## config.mk

```make
export PLATFORM = sky130hd
export DESIGN_NAME = pc_fetch
export DESIGN_NICKNAME = d
export VERILOG_FILES = /design/src/rtl/pc_fetch.sv
export SDC_FILE = /design/constraint.sdc
export NUM_CORES = 1
export LEC_CHECK = 0
export CAP_MARGIN = 5
export CORE_ASPECT_RATIO = 1.4
export CORE_MARGIN = 2
export CORE_UTILIZATION = 30
export DETAILED_ROUTE_END_ITERATION = 8
export PLACE_DENSITY_LB_ADDON = 0.08
export SETUP_SLACK_MARGIN = 0.15
export SLEW_MARGIN = 10
export SYNTH_ARGS = -nofsm -noshare
export SYNTH_HDL_FRONTEND = slang
export SYNTH_SLANG_ARGS = --single-unit
```

## constraint.sdc

```tcl
create_clock -name clk -period 3 [get_ports clk]
set_input_delay 0.6 -clock clk [delete_from_list [all_inputs] [get_ports clk]]
set_output_delay 0.6 -clock clk [all_outputs]
set_load 0.005 [all_outputs]
```

## src/rtl/pc_fetch.sv

```systemverilog
// Instruction fetch stage: owns the fetch PC, keeps one imem request in flight, and hands words to decode.
// Optional misaligned-fetch fault path is compiled in when FETCH_MISALIGN_EN is defined.
module pc_fetch #(
    parameter int                ADDR_W   = 32,
    parameter int                DATA_W   = 32,
    parameter logic [ADDR_W-1:0] RESET_PC = 32'd0,
    parameter int                PC_STEP  = 4
) (
    input  logic              clk,
    input  logic              rst,
    input  logic              redirect_valid,
    input  logic [ADDR_W-1:0] redirect_pc,
    output logic              imem_req_valid,
    input  logic              imem_req_ready,
    output logic [ADDR_W-1:0] imem_req_addr,
    input  logic              imem_rsp_valid,
    input  logic [DATA_W-1:0] imem_rsp_data,
    output logic              inst_valid,
    input  logic              inst_ready,
    output logic [DATA_W-1:0] inst_data,
    output logic [ADDR_W-1:0] inst_pc,
    output logic              inst_fault
);

    typedef enum logic [2:0] {
        IDLE,
        REQ,
        WAIT,
        HOLD,
        DROP
    } state_t;

    state_t            state_reg, state_next;
    logic [ADDR_W-1:0] pc_reg, pc_next;
    logic              inst_valid_reg, inst_valid_next;
    logic [DATA_W-1:0] inst_data_reg, inst_data_next;
    logic [ADDR_W-1:0] inst_pc_reg, inst_pc_next;
    logic [ADDR_W-1:0] redirect_target;
    logic              req_fire;

`ifdef FETCH_MISALIGN_EN
    logic fault_reg, fault_next;
    logic pc_misaligned;

    assign pc_misaligned   = (pc_reg[1:0] != 2'b00);
    assign redirect_target = redirect_pc;
    // A misaligned PC never reaches memory; it is reported to decode instead.
    assign imem_req_valid  = (state_reg == REQ) && !pc_misaligned;
    assign inst_fault      = fault_reg;
`else
    logic redirect_lsb_unused;

    assign redirect_lsb_unused = ^redirect_pc[1:0];
    assign redirect_target     = {redirect_pc[ADDR_W-1:2], 2'b00};
    assign imem_req_valid      = (state_reg == REQ);
    assign inst_fault          = 1'b0;
`endif

    assign imem_req_addr = pc_reg;
    assign req_fire      = imem_req_valid && imem_req_ready;
    assign inst_valid    = inst_valid_reg;
    assign inst_data     = inst_data_reg;
    assign inst_pc       = inst_pc_reg;

    always_ff @(posedge clk or posedge rst) begin
        if (rst) begin
            state_reg      <= IDLE;
            pc_reg         <= RESET_PC;
            inst_valid_reg <= 1'b0;
            inst_data_reg  <= '0;
            inst_pc_reg    <= '0;
`ifdef FETCH_MISALIGN_EN
            fault_reg      <= 1'b0;
`endif
        end else begin
            state_reg      <= state_next;
            pc_reg         <= pc_next;
            inst_valid_reg <= inst_valid_next;
            inst_data_reg  <= inst_data_next;
            inst_pc_reg    <= inst_pc_next;
`ifdef FETCH_MISALIGN_EN
            fault_reg      <= fault_next;
`endif
        end
    end

    always_comb begin
        state_next      = state_reg;
        pc_next         = pc_reg;
        inst_valid_next = inst_valid_reg;
        inst_data_next  = inst_data_reg;
        inst_pc_next    = inst_pc_reg;
`ifdef FETCH_MISALIGN_EN
        fault_next      = fault_reg;
`endif

        case (state_reg)
            IDLE: begin
                state_next = REQ;
            end
            REQ: begin
`ifdef FETCH_MISALIGN_EN
                if (pc_misaligned) begin
                    state_next      = HOLD;
                    inst_valid_next = 1'b1;
                    inst_data_next  = '0;
                    inst_pc_next    = pc_reg;
                    fault_next      = 1'b1;
                end else
`endif
                if (req_fire) begin
                    state_next = WAIT;
                end
            end
            WAIT: begin
                if (imem_rsp_valid) begin
                    state_next      = HOLD;
                    inst_valid_next = 1'b1;
                    inst_data_next  = imem_rsp_data;
                    inst_pc_next    = pc_reg;
                    pc_next         = pc_reg + ADDR_W'(PC_STEP);
                end
            end
            HOLD: begin
                // With inst_valid low, HOLD is a stall that only a redirect can leave.
                if (inst_valid_reg && inst_ready) begin
                    inst_valid_next = 1'b0;
                    state_next      = REQ;
`ifdef FETCH_MISALIGN_EN
                    if (fault_reg) begin
                        state_next = HOLD;
                    end
`endif
                end
            end
            DROP: begin
                if (imem_rsp_valid) begin
                    state_next = REQ;
                end
            end
            default: begin
                state_next = IDLE;
            end
        endcase

        // Redirect wins over everything decided above; pending or arriving words are squashed.
        if (redirect_valid) begin
            pc_next         = redirect_target;
            inst_valid_next = 1'b0;
            inst_data_next  = inst_data_reg;
            inst_pc_next    = inst_pc_reg;
`ifdef FETCH_MISALIGN_EN
            fault_next      = 1'b0;
`endif
            case (state_reg)
                IDLE:    state_next = REQ;
                REQ:     state_next = req_fire ? DROP : REQ;
                WAIT:    state_next = imem_rsp_valid ? REQ : DROP;
                HOLD:    state_next = REQ;
                DROP:    state_next = imem_rsp_valid ? REQ : DROP;
                default: state_next = IDLE;
            endcase
        end
    end

endmodule

```

==> impl_metrics.toml <==
[synth]
synth_top_cells_by_area = "dfrtp_1 55%, mux2_2 16%, or4_1 2.7%, nand2_1 2.2%, a31oi_1 2.1%"
yosysWarnings = 0
netlist.area_leader.share_pct = 55.0
synth_edf_count = 0
yosysSeqAreaShare_pct = 55.0
ys_ff_latch = 96
synthDistinctLibCells = 41
synth_top_family_by_area = "multiplexers"
synthXorXnorAreaFrac_pct = 1.60
syn_area_per_cell_um2 = 11.9
ys.flop_type = "dfrtp_1"
synth_area_leader_cell = "dfrtp_1"
yosysMostFrequentCell = "dfrtp_1"
syn_area_um2 = 4370
async_flop_share_pct = 100
synth_compound_area_share_pct = 7.90
synthMuxAreaShare_pct = 16.2
synth_fa_ha_area_share_pct = 0.286
synth_common_cells = "96 x dfrtp_1, 62 x mux2_2, 26 x nand2_1, 20 x nor2_1"
synthCells = 367
yosys.area_share.simple_pct = 15.1

[final_layout]
areaGrowthSynthToFinish_pct = 47.8
nets = 595
final_cells = 718
antenna_cells = 0
drive_gt1_share_pct = 17.0
fin_util_pct = 44.9
largest_register_ffs = 32

[critical_path]
worstSetupPathType = "reg -> reg"
r2r-end = "imem_req_addr[28]"
cp_max_fo = 30
reg2reg_depth = 4
crit_path_end_kind = "flip-flop"
arrival_ns = 2.62
required_ns = 3.25
r2r_setup_slack_ns = 0.63
setup.worst_path.start = "imem_req_addr[11]"
r2r_start = "imem_req_addr[11]"
start_kind = "flip-flop"

[placement]
hpwl_mm = 7.84
dp_cells = 702
gp_congestion = 0.744
port_buffers = 161

[detailed_routing]
wl_mm = 11.4
ant_nets = 0
drt-wirelength-per-cell_um = 15.8
viasPerCell = 4.93
drcViolationCount = 0
first_pass_iters = 4
routed-via-count = 3537
drt_iter0_markers = 102

[power]
p_per_area_nw_per_um2 = 738
irDropWorstVdd_mv = 0.333
p_leak_nw = 2.64
total_power_w = 0.00477

[sta]
max_slew.worst_pin.slew_ns = 0.699
finalCriticalPeriod_ns = 2.37
clock_skew_ns = 0.0112
fmax_mhz = 421
setup_viol = 0
fin_crit_sh_pct = 79.1
rsz0062_at_grt = "false"
fin_setup_tns_ns = 0
hold_viol = 0
drv_slew = 0
max_slew_margin_pct = 53.3

[global_routing]
grt_pass1_wl_mm = 18.7
first_global_vias = 3583
antenna_found_initial = 0
grt_start_max_net_pins = 97
overflow = 0
gr-usage-all-layers_pct = 15.1

[floorplanning]
die_w_um = 106
ios = 169
core_area_um2 = 14400
start_util_pct = 30.4
die_h_um = 147
die-area_um2 = 15600
rows = 52

[clock_network]
holdBufCountCts = 0
cts_buffer_depth = 2
ctsHtreeMaxLevel = 3
clockRootBuffer = "clkbuf_16"
cts_sinks = 96
cts_tree = "built"
post_cts_buffers = 0
clk_pin_slew_ns = 0.07
cts_inserted_buffers = 9
clkLatencyLatePin_ns = 0.34
post_cts_resized = 0

[flow_run]
maxCapViolCount = 0

[worst_hold_path]
min_delay_path_depth = 1
hold_class = "reg -> reg"
hold_end = "inst_data[1]"
min_from = "inst_data[1]"

[run_status]
status = "finished, final reports clean"
-- per-stage QoR --
step                      setup slack [ns]  area (um2)  hold WS (ns)
after detailed placement             0.342        6160         0.495
after floorplan                       1.24        4390         0.505
after global placement               0.390        6160         0.487
after global routing                 0.467        6460         0.516
final                                0.626        6460         0.504
after CTS                            0.632        6460         0.509
-- where the power goes --
| part | internal (W) | switching (W) |
|---|---|---|
| Sequential | 0.00173 | 0.000273 |
| Combinational | 0.00115 | 0.000450 |
| Clock | 0.000655 | 0.000505 |
| Total | 0.00354 | 0.00123 |
-- how the worst max path moves through the flow --
stage                                   end  slack [ns]  depth (start not counted)
after floorplan           imem_req_addr[14]        1.24                          5
after global placement    imem_req_addr[17]        0.39                          5
after detailed placement  imem_req_addr[29]        0.34                          5
after CTS                 imem_req_addr[29]        0.63                          4
after global routing      imem_req_addr[29]        0.47                          4
final                     imem_req_addr[28]        0.63                          4
-- layout make-up --
| type | count | area (um2) |
|---|---|---|
| Clock buffer | 11 | 233 |
| Clock inverter | 5 | 63.8 |
| Fill cell | 1363 | 7920 |
| Inverter | 5 | 22.5 |
| Multi-Input combinational cell | 245 | 1820 |
| Sequential cell | 96 | 2400 |
| Tap cell | 189 | 236 |
| Timing Repair Buffer | 167 | 1680 |
-- worst max-delay path, cell delays in order (launching register included) --
cell     delay, ns
dfrtp_1       0.49
and4_1        0.33
nand4_2       0.58
or4_1         0.70
a31oi_1       0.18
-- per-layer routing --
| metal | vias up | GRT usage, % | share of wire [%] |
|---|---|---|---|
| met5 | - | 0 | 0 |
| met4 | 0 | 4.34 | 1.1 |
| met3 | 8 | 4.79 | 6.5 |
| met2 | 118 | 26.2 | 51 |
| met1 | 1747 | 17.9 | 42 |
| li1 | 1664 | - | - |
-- kinds of logic (layout without fill, tap and decap cells) --
| kind of cell | count (synthesis) | in the layout |
|---|---|---|
| flip-flops | 96 | 96 |
| buffers and inverters | 30 | 188 |
| adder cells (fa/ha/maj) | 1 | 1 |
| XOR/XNOR | 8 | 8 |
| multiplexers | 63 | 63 |
| AO/OA/AOI/OAI | 54 | 54 |
| AND/OR/NAND/NOR | 114 | 114 |
| other | 1 | 5 |
-- placed cells by master, fill, tap and decap left out, types with 2 or more instances in the layout --
cell             count
nand4_2              3
or3_1                4
xnor2_1              2
a21oi_1              2
dfrtp_1             96
and3_1               3
xor2_1               6
nor3b_1              2
clkdlybuf4s50_1    161
nor2b_1              2
clkinvlp_4           2
or4_1               16
inv_1                4
buf_4                4
nand3_1             15
o211ai_1             5
nor2_1              20
inv_6                2
nand2_1             26
buf_12               2
nand4_1              8
mux2_2              62
o21ai_0             16
o31ai_1             12
clkbuf_1             2
conb_1               5
and2_1               2
nand3b_1             2
a31oi_1             15
and4_1               5
clkbuf_16            9
No activity file was read; power rests on OpenSTA's default activity.
